===== src/rtl/fcw_sweep_ctrl.sv =====
// fcw_sweep_ctrl: linear FCW staircase sequencer for the DDFS accumulator.
// Ports: clk_i/rst_i (sync, active-high), cfg_* valid/ready config bus,
//        start_i/abort_i control, fcw_o/phase_clr_o to the accumulator,
//        busy_o/done_o/step_idx_o status.
module fcw_sweep_ctrl #(
    parameter int W  = 32,
    parameter int NW = 16,
    parameter int CW = 16
) (
    input  logic          clk_i,
    input  logic          rst_i,
    input  logic          cfg_valid_i,
    output logic          cfg_ready_o,
    input  logic [W-1:0]  cfg_start_fcw_i,
    input  logic [W-1:0]  cfg_step_i,
    input  logic [NW-1:0] cfg_nsteps_i,
    input  logic [CW-1:0] cfg_dwell_i,
    input  logic          cfg_repeat_i,
    input  logic          cfg_phase_clr_i,
    input  logic          start_i,
    input  logic          abort_i,
    output logic [W-1:0]  fcw_o,
    output logic          phase_clr_o,
    output logic          busy_o,
    output logic          done_o,
    output logic [NW-1:0] step_idx_o
);

    typedef enum logic {
        IDLE = 1'b0,
        RUN  = 1'b1
    } state_t;

    state_t        state_q, state_d;

    // shadow configuration
    logic [W-1:0]  start_q, start_d;
    logic [W-1:0]  step_q, step_d;
    logic [NW-1:0] nsteps_q, nsteps_d;
    logic [CW-1:0] dwell_q, dwell_d;
    logic          rep_q, rep_d;
    logic          pclr_q, pclr_d;

    // sweep progress and registered outputs
    logic [W-1:0]  fcw_q, fcw_d;
    logic [NW-1:0] idx_q, idx_d;
    logic [CW-1:0] cnt_q, cnt_d;
    logic          phclr_q, phclr_d;
    logic          done_q, done_d;

    // A config offered in the start cycle bypasses the shadow registers;
    // it is latched on the same edge, so RUN then sees it in the shadow.
    logic [W-1:0]  eff_start;
    logic          eff_pclr;

    assign eff_start = cfg_valid_i ? cfg_start_fcw_i : start_q;
    assign eff_pclr  = cfg_valid_i ? cfg_phase_clr_i : pclr_q;

    always_ff @(posedge clk_i) begin
        if (rst_i) begin
            state_q  <= IDLE;
            start_q  <= '0;
            step_q   <= '0;
            nsteps_q <= '0;
            dwell_q  <= '0;
            rep_q    <= 1'b0;
            pclr_q   <= 1'b0;
            fcw_q    <= '0;
            idx_q    <= '0;
            cnt_q    <= '0;
            phclr_q  <= 1'b0;
            done_q   <= 1'b0;
        end else begin
            state_q  <= state_d;
            start_q  <= start_d;
            step_q   <= step_d;
            nsteps_q <= nsteps_d;
            dwell_q  <= dwell_d;
            rep_q    <= rep_d;
            pclr_q   <= pclr_d;
            fcw_q    <= fcw_d;
            idx_q    <= idx_d;
            cnt_q    <= cnt_d;
            phclr_q  <= phclr_d;
            done_q   <= done_d;
        end
    end

    always_comb begin
        state_d  = state_q;
        start_d  = start_q;
        step_d   = step_q;
        nsteps_d = nsteps_q;
        dwell_d  = dwell_q;
        rep_d    = rep_q;
        pclr_d   = pclr_q;
        fcw_d    = fcw_q;
        idx_d    = idx_q;
        cnt_d    = cnt_q;
        phclr_d  = 1'b0;
        done_d   = 1'b0;

        unique case (state_q)
            IDLE: begin
                if (cfg_valid_i) begin
                    start_d  = cfg_start_fcw_i;
                    step_d   = cfg_step_i;
                    nsteps_d = cfg_nsteps_i;
                    dwell_d  = cfg_dwell_i;
                    rep_d    = cfg_repeat_i;
                    pclr_d   = cfg_phase_clr_i;
                end
                if (start_i) begin
                    fcw_d   = eff_start;
                    idx_d   = '0;
                    cnt_d   = '0;
                    phclr_d = eff_pclr;
                    state_d = RUN;
                end
            end
            RUN: begin
                if (abort_i) begin
                    fcw_d   = '0;
                    idx_d   = '0;
                    cnt_d   = '0;
                    state_d = IDLE;
                end else if (cnt_q != dwell_q) begin
                    cnt_d = cnt_q + CW'(1);
                end else if (idx_q != nsteps_q) begin
                    fcw_d = fcw_q + step_q;
                    idx_d = idx_q + NW'(1);
                    cnt_d = '0;
                end else if (rep_q) begin
                    fcw_d   = start_q;
                    idx_d   = '0;
                    cnt_d   = '0;
                    phclr_d = pclr_q;
                end else begin
                    // one-shot end: fcw and step_idx hold final values
                    done_d  = 1'b1;
                    state_d = IDLE;
                end
            end
            default: state_d = IDLE;
        endcase
    end

    assign cfg_ready_o = (state_q == IDLE);
    assign busy_o      = (state_q == RUN);
    assign fcw_o       = fcw_q;
    assign phase_clr_o = phclr_q;
    assign done_o      = done_q;
    assign step_idx_o  = idx_q;

endmodule


===== config.mk =====
export PLATFORM = sky130hd
export DESIGN_NAME = fcw_sweep_ctrl
export DESIGN_NICKNAME = d
export VERILOG_FILES = /design/src/rtl/fcw_sweep_ctrl.sv
export SDC_FILE = /design/constraint.sdc
export NUM_CORES = 1
export LEC_CHECK = 0
export CAP_MARGIN = 20
export CORE_MARGIN = 2
export CORE_UTILIZATION = 64
export DETAILED_ROUTE_END_ITERATION = 10
export DONT_BUFFER_PORTS = 1
export GPL_TIMING_DRIVEN = 0
export PLACE_DENSITY_LB_ADDON = 0.2
export SYNTH_ARGS = -nofsm -noshare
export SYNTH_HDL_FRONTEND = slang
export SYNTH_SLANG_ARGS = --single-unit

===== constraint.sdc =====
create_clock -name clk_i -period 3.01 [get_ports clk_i]
set_clock_uncertainty 0.15 [all_clocks]
set_input_delay 0.602 -clock clk_i [delete_from_list [all_inputs] [get_ports clk_i]]
set_output_delay 0.602 -clock clk_i [all_outputs]
set_load 0.01 [all_outputs]

Word-level counts from Yosys, hierarchy flattened
Index checks and enable logic that the tools add are counted.
{ "word_totals": {"regBits": 165, "input_bits": 103, "out_inout_bits": 52, "elab_cells": 57} }
{ "classes": {"add_sub_neg": 3, "n_eq_ne": 6, "muxes": 31, "n_bitwise": 1, "reduce_logical": 4} }
{ "ops": {"columns": ["cell", "n"], "rows": [
  ["$mux W32", 6],
  ["$mux W16", 8],
  ["$pmux W16 S2", 2],
  ["$pmux W32 S2", 1],
  ["$add A16 B1 Y16 const B", 2],
  ["$add A32 B32 Y32", 1],
  ["$ne A16 B16 Y1", 2],
  ["$mux W1", 12],
  ["$ne A5 B2 Y1 const B", 1],
  ["$reduce_or A5 Y1", 1],
  ["$ne A4 B2 Y1 const B", 1],
  ["$pmux W1 S2", 2],
  ["$reduce_and A2 Y1", 2],
  ["$ne A3 B3 Y1 const B", 1],
  ["$reduce_and A3 Y1", 1],
  ["$ne A2 B1 Y1 const B", 1],
  ["$not A1 Y1", 1]
]} }

Depth between registers and ports, before layout
Gate-level depths: netlist of run 1.
{ "depth": {"depth_word": 5, "ltp_mapped": 10, "ltp_nobuf": 9} }

Worst setup path after synthesis of run 1
No wires, ideal clock.
{ "synth_timing": {"path_kind": "reg2reg", "start": "reg fcw_q[0] (netlist: fcw_o[0])", "end": "reg fcw_q[28] (netlist: fcw_o[28])", "setup_ns": 0.128, "t_arrival_ns": 2.402, "t_required_ns": 2.732, "path_slack_ns": 0.330, "stages_incl_launch_ff": 10, "path_buffers": 0, "period_less_slack_ns": 2.680, "cell_sequence": "dfxtp_1 > ha_1 > fa_1 > a21oi_1 > o211ai_1 > a211oi_1 > o32ai_1 > a211oi_1 > mux2i_1 > a21oi_1"} }
{ "synth_between": {"elab_chain_len": 5} }
{ "synth_lines": {"columns": ["item", "line_no", "source"], "rows": [
  ["start: declaration", "45", "logic [W-1:0] fcw_q, fcw_d;"],
  ["start signal: assignment", "81", "fcw_q <= fcw_d;"],
  ["$add A32 B32 Y32", "130", "fcw_d = fcw_q + step_q;"],
  ["$mux W32", "129", "end else if (idx_q != nsteps_q) begin"],
  ["$mux W32", "127", "end else if (cnt_q != dwell_q) begin"],
  ["$mux W32", "122", "if (abort_i) begin"],
  ["$pmux W32 S2", "103", "unique case (state_q)"]
]} }
No other way between the ends. The select of a mux whose other input is x is not followed.
A chain may end at the register's enable or synchronous reset.

Worst setup path after layout of run 1
{ "layout_timing": {"start": "reg idx_q[3] (netlist: step_idx_o[3])", "end": "reg fcw_q[19] (netlist: fcw_o[19])"} }
{ "layout_between": {"elab_chain_len": 5, "word_cells_on_any_way": 7, "cone_classes": "eq/ne (2); mux (4); reduce/logical (1)"} }
{ "layout_lines": {"columns": ["item", "line_no", "source"], "rows": [
  ["start: declaration", "46", "logic [NW-1:0] idx_q, idx_d;"],
  ["start signal: assignment", "82", "idx_q <= idx_d;"],
  ["$ne A16 B16 Y1 (*)", "129", null],
  ["$mux W32", "129", null],
  ["$mux W32", "127", null],
  ["$mux W32", "122", null],
  ["$pmux W32 S2", "103", null]
]} }
Every way passes the cells marked *; elsewhere a longest branch is shown, timed or not. The select of a mux whose other input is x is not followed.

==> results.sh, run 1 <==
export IMPL_cts_tree="done"
export IMPL_numCtsBuffers=17
export IMPL_fp_dieH_um=124
export IMPL_worstHoldPathType="input port to flip-flop"
export IMPL_hold_slack_ps=148
export IMPL_p_seq_share_pct=41.8
export IMPL_cp_arrival_ps=3220
export IMPL_htree_levels=4
export IMPL_crit_type="flip-flop to flip-flop"
export IMPL_start_util_pct=66.1
export IMPL_track_usage_pct=37.7
export IMPL_netlist_instances=1196
export IMPL_yosys_warnings=0
export IMPL_dieArea_um2=15400
export IMPL_antenna_left=0
export IMPL_async_reset_ff_share_pct=0
export IMPL_firstDrtPassIters=6
export IMPL_grt_ovfl_total=0
export IMPL_cp_required_ps=3240
export IMPL_slew_viol_final=0
export IMPL_antenna_found_initial=0
export IMPL_place_congestion=0.960
export IMPL_viasPerCell=6.47
export IMPL_dr_total_vias=9188
export IMPL_drive_gt1_share_pct=8.31
export IMPL_peakVddDrop_uv=505
export IMPL_drc=0
export IMPL_status="complete, no violations"
export IMPL_dp_cells=1376
export IMPL_final_setup_viol_count=0
export IMPL_die_x_um=124
export IMPL_area_growth_pct=11.7
export IMPL_fmax_mhz=334
export IMPL_hold_violations=0
export IMPL_ys_seq_area_share_pct=35.7
export IMPL_period_minus_slack_ps=2990
export IMPL_relSlewSlack_pct=37.0
export IMPL_synth_nets=1333
export IMPL_tightest_slew_ps=945
export IMPL_post_place_ws_ps=-272
export IMPL_dp_hpwl_um=20900
export IMPL_cts_root_buf="clkbuf_16"
export IMPL_cp_end_kind="flip-flop"
export IMPL_ys_top_cells_by_area="dfxtp_1 (36%), nand2_1 (9.7%), a21oi_1 (8.8%)"
export IMPL_clk_insertion_delay_late_ps=440
export IMPL_grt_pass1_vias=8463
export IMPL_ys_types=67
export IMPL_drtIter0Drc=1007
export IMPL_totalPowerFinal_mw=5.85
export IMPL_coreArea_um2=14000
export IMPL_synth_top_area_share_pct=35.7
export IMPL_p_per_area_nw_per_um2=567
export IMPL_path_max_fanout=10
export IMPL_intPower_mw=4.16
export IMPL_synth_edf_count=0
export IMPL_ys_seq_elements=165
export IMPL_stdcell_count=1419
export IMPL_finalWorstSetupSlack_ps=18.7
export IMPL_combinationalPowerShare_pct=17.2
export IMPL_cp_start_kind="flip-flop"
export IMPL_synth_area_per_cell_um2=7.73
export IMPL_nNetsFinal=1366
export IMPL_max_cap_violations=0
export IMPL_synth_area_leader_cell="dfxtp_1"
export IMPL_antennaDiodeCount=0
export IMPL_rows=43
export IMPL_grt_max_degree=17
export IMPL_power_leakage_nw=3.89
export IMPL_clk_path_buf_depth=2
export IMPL_cts_sinks=165
export IMPL_synth_flop_cell="dfxtp_1"
export IMPL_switchingPower_mw=1.69
export IMPL_path_clk_slew_ps=70
export IMPL_netlist_area_um2=9240
export IMPL_routedWlPerCell_um=20.4
export IMPL_io_buffers=0
export IMPL_swShare_pct=28.9
export IMPL_min_period_over_period_pct=99.4
export IMPL_pwr_share_clk_pct=41.1
export IMPL_io_pins=155
export IMPL_grt_first_pass_wirelength_um=44200
export IMPL_drt_total_wl_um=29000
-- per-stage QoR --
stage / util [%] / TNS [ps] / cell area, um2
6_report: 73.8 / 0 / 10300
5_1_grt: 73.8 / -72.4 / 10300
4_1_cts: 72.5 / -26.4 / 10100
3_5_place_dp: 67.7 / -2970 / 9470
3_3_place_gp: 67.7 / -2090 / 9470
2_1_floorplan: - / 0 / 9240
-- layer usage --
layer / wire length [um] / share of wire [%] / GRT usage, %
met5: 0 / 0 / 0
met4: 591 / 2.0 / 12.2
met2: 13300 / 46 / 59.6
met3: 3340 / 12 / 10.9
met1: 11800 / 41 / 49.6
-- synth_stat cells (all sizes together), types with 3 or more instances --
master / instances
a2111oi: 6
a211oi: 18
a21o: 9
a21oi: 163
a221oi: 4
a222oi: 4
a31oi: 13
a41oi: 6
and2: 6
and3: 10
and4: 3
buf: 15
clkbuf: 59
dfxtp: 165
ha: 33
inv: 23
mux2: 6
mux2i: 41
nand2: 240
nand2b: 5
nand3: 27
nand4: 16
nor2: 95
nor3: 23
nor4: 5
o211ai: 5
o21a: 5
o21ai: 55
o21bai: 5
o221a: 4
o22ai: 7
o2bb2ai: 3
o31a: 4
o31ai: 8
or3: 8
or4: 9
xnor2: 58
xor2: 8
-- kinds of logic (layout without fill, tap and decap cells) --
| kind of cell | after synthesis | count (layout) | share of synthesized area (%) |
|---|---|---|---|
| adders and majority gates | 34 | 34 | 4.68 |
| xor gates and xnor gates | 66 | 66 | 6.34 |
| DFF | 165 | 165 | 35.7 |
| muxes | 47 | 47 | 5.17 |
| AOI/OAI and AO/OA | 337 | 337 | 22.5 |
| and+or+nand+nor | 450 | 450 | 21.3 |
| buffers and inverters | 97 | 140 | 4.25 |
-- flip-flops by register name, indices dropped and copies added, names as in the netlist --
register and count:
cnt_q 16, start_q 32, busy_o 1, phase_clr_o 1, nsteps_q 16, fcw_o 32
pclr_q 1, dwell_q 16, rep_q 1, step_q 32, step_idx_o 16, done_o 1
-- worst max-delay path, cell delays in order (launching register included) --
cell	delay, ps
dfxtp_1	380
buf_2	230
xnor2_1	130
nand4_1	180
or4_1	570
buf_2	290
nor2_4	300
clkbuf_4	310
o2bb2ai_1	190
o21ai_0	120
nand3_1	80
-- worst paths after layout --
| path | from | to | slack [ps] | depth (start not counted) |
|---|---|---|---|---|
| hold / removal | cfg_step_i[14] | step_q[14] | 150 | 2 |
| hold reg to reg | step_q[16] | step_q[16] | 310 | 2 |
| setup / recovery | step_idx_o[3] | fcw_o[19] | 20 | 10 |
| setup reg to reg | step_idx_o[3] | fcw_o[19] | 20 | 10 |
-- layout by cell type (no fill, tap or decap), types with 23 or more instances in the layout --
| cell | n |
|---|---|
| o21ai_0 | 49 |
| nand2_1 | 238 |
| a21oi_1 | 158 |
| nand3_1 | 27 |
| xnor2_1 | 57 |
| nor3_1 | 23 |
| mux2i_1 | 41 |
| ha_1 | 33 |
| dfxtp_1 | 161 |
| nor2_1 | 94 |
| clkbuf_1 | 55 |
-- power groups by stage --
| stage | Sequential [mW] | Combinational (mW) | Clock (mW) |
|---|---|---|---|
| 2_1_floorplan | 2.46 | 0.697 | 0 |
| 3_3_place_gp | 2.49 | 0.913 | 0 |
| 3_5_place_dp | 2.49 | 0.931 | 0 |
| 4_1_cts | 2.44 | 0.949 | 2.39 |
| 5_1_grt | 2.46 | 1.10 | 2.48 |
| 6_report | 2.45 | 1.00 | 2.40 |
-- timing repair --
item                       CTS  global route
resized for setup            5            32
buffers inserted             1            13
pin swaps                    1             7
setup endpoints to repair   27            46
hold buffers                 0             0
-- layout make-up --
class / instances / area, um2
clock inverters: 9 / 176
clock buffers: 20 / 457
inverters: 23 / 86.3
multi-input cells: 934 / 5640
flip-flops and latches: 165 / 3310
repair buffers: 14 / 105
well taps: 180 / 225
fillers: 1124 / 3670
plain buffers: 74 / 318
Power figures use the tool's default switching activity.
==> run 2: changes to the inputs <==
--- a/config.mk
+++ b/config.mk
@@ -7,7 +7,7 @@
 export LEC_CHECK = 0
 export CAP_MARGIN = 20
 export CORE_MARGIN = 2
-export CORE_UTILIZATION = 64
+export CORE_UTILIZATION = 30
 export DETAILED_ROUTE_END_ITERATION = 10
 export DONT_BUFFER_PORTS = 1
 export GPL_TIMING_DRIVEN = 0
==> run 2 against run 1 <==
- critical path depth decreased by 1
- global-route usage decreased by 17 points
- combinational power barely moved
- sequential power about the same
- critical endpoint is now fcw_o[21]
==> results.sh, run 2 (synthesis results as in run 1) <==
export IMPL_status="complete, no violations"
export IMPL_startpoint="fcw_o[4]"
export IMPL_path_max_fanout=5
export IMPL_grt_ovfl_total=0
export IMPL_peakVddDrop_uv=420
export IMPL_place_area_um2=9740
export IMPL_grt_pass1_vias=8317
export IMPL_grt_first_pass_wirelength_um=51400
export IMPL_grt_max_degree=18
export IMPL_track_usage_pct=20.8
export IMPL_drc=0
export IMPL_r2r_end="fcw_o[21]"
export IMPL_fp_dieH_um=180
export IMPL_die_x_um=180
export IMPL_coreArea_um2=30400
export IMPL_layout_common_cells="nand2_1 (238), dfxtp_1 (162), a21oi_1 (157)"
export IMPL_antenna_left=0
export IMPL_period_minus_slack_ps=2950
export IMPL_r2r_start="fcw_o[4]"
export IMPL_drive_gt1_share_pct=8.88
export IMPL_totalPowerFinal_mw=5.68
export IMPL_nNetsFinal=1363
export IMPL_cp_arrival_ps=3130
export IMPL_path_clk_slew_ps=80
export IMPL_cts_sinks=165
export IMPL_fmax_mhz=339
export IMPL_clk_path_buf_depth=2
export IMPL_tns_ps=0
export IMPL_min_period_over_period_pct=97.9
export IMPL_fin_area_um2=10600
export IMPL_relSlewSlack_pct=27.7
export IMPL_dr_total_vias=8788
export IMPL_hold_violations=0
export IMPL_numCtsBuffers=17
export IMPL_cts_root_buf="clkbuf_16"
export IMPL_io_pins=155
export IMPL_endpoint="fcw_o[21]"
export IMPL_dp_hpwl_um=25300
export IMPL_place_congestion=0.916
export IMPL_viasPerCell=5.37
export IMPL_cp_required_ps=3190
export IMPL_crit_type="flip-flop to flip-flop"
export IMPL_holdCritStartpoint="cfg_nsteps_i[13]"
export IMPL_drt_total_wl_um=34000
export IMPL_cts_tree="done"
export IMPL_final_setup_viol_count=0
export IMPL_reg2reg_slack_ps=60
export IMPL_dieArea_um2=32200
export IMPL_routedWlPerCell_um=20.8
export IMPL_holdBufCountCts=0
export IMPL_p_per_area_nw_per_um2=538
export IMPL_worstHoldPathType="input port to flip-flop"
export IMPL_area_growth_pct=14.2
export IMPL_firstDrtPassIters=7
export IMPL_drtIter0Drc=701
export IMPL_cp_end_kind="flip-flop"
export IMPL_slew_viol_final=0
export IMPL_power_leakage_nw=3.87
export IMPL_htree_levels=4
export IMPL_layout_commonest_cell="nand2_1"
export IMPL_cp_start_kind="flip-flop"
export IMPL_antenna_found_initial=1
export IMPL_rsz0062_at_grt="true"
export IMPL_io_buffers=0
export IMPL_worstRegToRegCells=9
export IMPL_start_util_pct=30.4
export IMPL_max_cap_violations=0
export IMPL_tightest_slew_ps=1090
export IMPL_rows=64
export IMPL_clk_insertion_delay_late_ps=470
## run 2: worst min path at each step
stage	end	slack (ps)	cells after the start
final	nsteps_q[13]	110	2
after global routing	start_q[31]	100	2
after CTS	nsteps_q[13]	100	2
after detailed placement	step_q[9]	310	2
after global placement	step_q[9]	300	2
after floorplan	step_q[0]	290	2
## run 2: repair_timing
item / 4_1_cts / 5_1_grt
endpoints found under the hold margin: 0 / 0
buffers inserted: 6 / 6
pin swaps: 5 / 7
cloned: 0 / 0
setup endpoints to repair: 70 / 58
resized for setup: 13 / 27
## run 2: metal layers
layer	GRT usage, %	vias up	wire [um]	part of all wire [%]
li1	-	4305	-	-
met1	26.1	4146	14700	43
met2	32.8	277	15400	45
met3	6.93	60	2840	8.3
met4	8.78	0	1100	3.2
met5	0	-	0	0
## run 2: power by group
group / switching [mW] / total, mW / leakage, nW / internal, mW
sequential: 0.144 / 2.45 / 1.35 / 2.31
combinational: 0.668 / 1.02 / 2.24 / 0.350
clock: 1.09 / 2.20 / 0.279 / 1.12
total: 1.90 / 5.68 / 3.87 / 3.78
## run 2: stage by stage
stage	utilization [%]	worst slack [ps]	std cells	hold WS, ps
2_1_floorplan	-	330	1196	290
3_3_place_gp	32.0	-382	1592	302
3_5_place_dp	32.0	-416	1592	306
4_1_cts	34.3	7.83	1630	97.7
5_1_grt	34.7	-50.2	1635	98.5
6_report	34.7	63.6	1637	111
## run 2: final cells by class
class	instances	area, um2
buffer	73	317
sequential	165	3310
clock buffer	18	439
tap	396	495
clock inverter	14	139
fill	3286	19900
timing repair buffer	12	90.1
antenna	2	5.00
multi-input combinational	934	5680
inverter	23	86.3
## run 2: critical path: stages (launching register included)
cell       delay (ps)
dfxtp_1           370
ha_1              400
nand3_1           120
o211ai_2          340
a41oi_4           230
buf_4             190
o41ai_2           470
a2111oi_0         200
a211oi_1          260
a21oi_1           100
==> run 3: changes to the inputs <==
==> constraint.sdc (replaced) <==
create_clock -name clk_i -period 3.01 [get_ports clk_i]
set_clock_uncertainty 0.15 [all_clocks]
set_input_delay 0.4515 -clock clk_i [delete_from_list [all_inputs] [get_ports clk_i]]
set_output_delay 0.4515 -clock clk_i [all_outputs]
set_load 0.01 [all_outputs]
==> run 3 against run 2 <==
- worst hold slack got worse by 76 ps
- register-to-register slack better by 70 ps
- sequential power about the same
- final cell count up 6.0%
- utilization up 3.3 points
- power is 2.0% higher
- critical path type unchanged
- highest routed layer unchanged
==> results.sh, run 3 (synthesis results as in run 1) <==
export IMPL_status="complete, no violations"
export IMPL_io_buffers=0
export IMPL_viasPerCell=5.31
export IMPL_critPathSlowestCell="o41ai_2"
export IMPL_grt_pass1_vias=8851
export IMPL_track_usage_pct=21.6
export IMPL_place_area_um2=9740
export IMPL_hold_slack_ps=34.1
export IMPL_finalWorstSetupSlack_ps=131
export IMPL_dieArea_um2=32200
export IMPL_cts_sinks=165
export IMPL_coreArea_um2=30400
export IMPL_cp_start_kind="flip-flop"
export IMPL_nFillCells=3215
export IMPL_firstDrtPassIters=5
export IMPL_slew_viol_final=0
export IMPL_drt_total_wl_um=35100
export IMPL_fin_area_um2=11600
export IMPL_fp_dieH_um=180
export IMPL_relSlewSlack_pct=29.3
export IMPL_cts_root_buf="clkbuf_16"
export IMPL_grt_ovfl_total=0
export IMPL_layout_common_cells="nand2_1 (238), dfxtp_1 (162), a21oi_1 (159)"
export IMPL_power_leakage_nw=4.28
export IMPL_min_period_over_period_pct=95.7
export IMPL_antenna_left=0
export IMPL_place_congestion=0.916
export IMPL_stdcell_count=1736
export IMPL_nNetsFinal=1462
export IMPL_start_util_pct=30.4
export IMPL_post_place_ws_ps=-342
export IMPL_clk_path_buf_depth=2
export IMPL_rsz0062_at_grt="true"
export IMPL_fmax_mhz=347
export IMPL_htree_levels=4
export IMPL_io_pins=155
export IMPL_dp_cells=1592
export IMPL_totalPowerFinal_mw=5.79
export IMPL_dp_hpwl_um=25300
export IMPL_numCtsBuffers=17
export IMPL_die_x_um=180
export IMPL_layout_commonest_cell="nand2_1"
export IMPL_rows=64
export IMPL_crit_type="flip-flop to flip-flop"
export IMPL_p_per_area_nw_per_um2=501
export IMPL_path_max_fanout=5
export IMPL_antenna_found_initial=2
export IMPL_cp_arrival_ps=3050
export IMPL_cp_required_ps=3190
export IMPL_worstHoldPathType="input port to flip-flop"
export IMPL_drtIter0Drc=733
export IMPL_tightest_slew_ps=1060
export IMPL_drive_gt1_share_pct=8.15
export IMPL_grt_first_pass_wirelength_um=53600
export IMPL_cp_end_kind="flip-flop"
export IMPL_fin_util_pct=38.0
export IMPL_max_stage_delay_ps=480
export IMPL_path_clk_slew_ps=70
export IMPL_hold_violations=0
export IMPL_period_minus_slack_ps=2880
export IMPL_max_cap_violations=0
export IMPL_crit_chain="ha_1 -> nand3_1 -> o211ai_4 -> a41oi_4 -> buf_4 -> o41ai_2 -> a2111oi_1 -> a211oi_1 -> a21oi_1"
export IMPL_clk_insertion_delay_late_ps=460
export IMPL_cts_tree="done"
export IMPL_area_growth_pct=25.0
export IMPL_grt_max_degree=18
export IMPL_critical_path_top_delay_family="compound AO/OA/AOI/OAI gates"
export IMPL_drc=0
export IMPL_tns_ps=0
export IMPL_dr_total_vias=9219
export IMPL_peakVddDrop_uv=411
export IMPL_final_setup_viol_count=0
export IMPL_routedWlPerCell_um=20.2
export IMPL_path_buf_inv=1
## run 3: cell types whose count changed in the layout (fill, tap and decap cells not counted), sizes merged
cell,before,now
dlygate4sd3,0,98
buf,24,25
## run 3: final cells by class
cell class | count | area [um2] | share of cell area, %
repair buffers | 111 | 1080 | 9.33
flip-flops and latches | 165 | 3310 | 28.6
inverters | 23 | 86.3 | 0.747
diodes | 2 | 5.00 | 0.0433
multi-input cells | 934 | 5690 | 49.2
clock inverters | 14 | 139 | 1.20
clock buffers | 18 | 439 | 3.80
plain buffers | 73 | 317 | 2.74
well taps | 396 | 495 | 4.29
## run 3: final timing paths
path,start,slack (ps),end,cells after the start
worst max register to register,fcw_o[4],130,fcw_o[21],9
worst min-delay path,start_i,30,busy_o,2
worst max-delay path,fcw_o[4],130,fcw_o[21],9
worst min register to register,step_q[5],320,step_q[5],2
## run 3: layer usage
metal	track usage, %	part of all wire, %
met5	0	0
met4	8.68	2.7
met3	5.43	6.8
met2	34.3	46
met1	27.9	45
## run 3: where the power goes
part | internal [mW] | leakage (nW) | switching (mW)
combinational | 0.435 | 2.65 | 0.698
clock | 1.12 | 0.279 | 1.08
sequential | 2.31 | 1.35 | 0.145
total | 3.86 | 4.28 | 1.92
## run 3: what timing repair did
action	4_1_cts	5_1_grt
resized for setup	13	27
hold buffers	98	0
setup endpoints to repair	70	64
buffers inserted	6	7
hold endpoints to repair	98	0
pin swaps	5	6
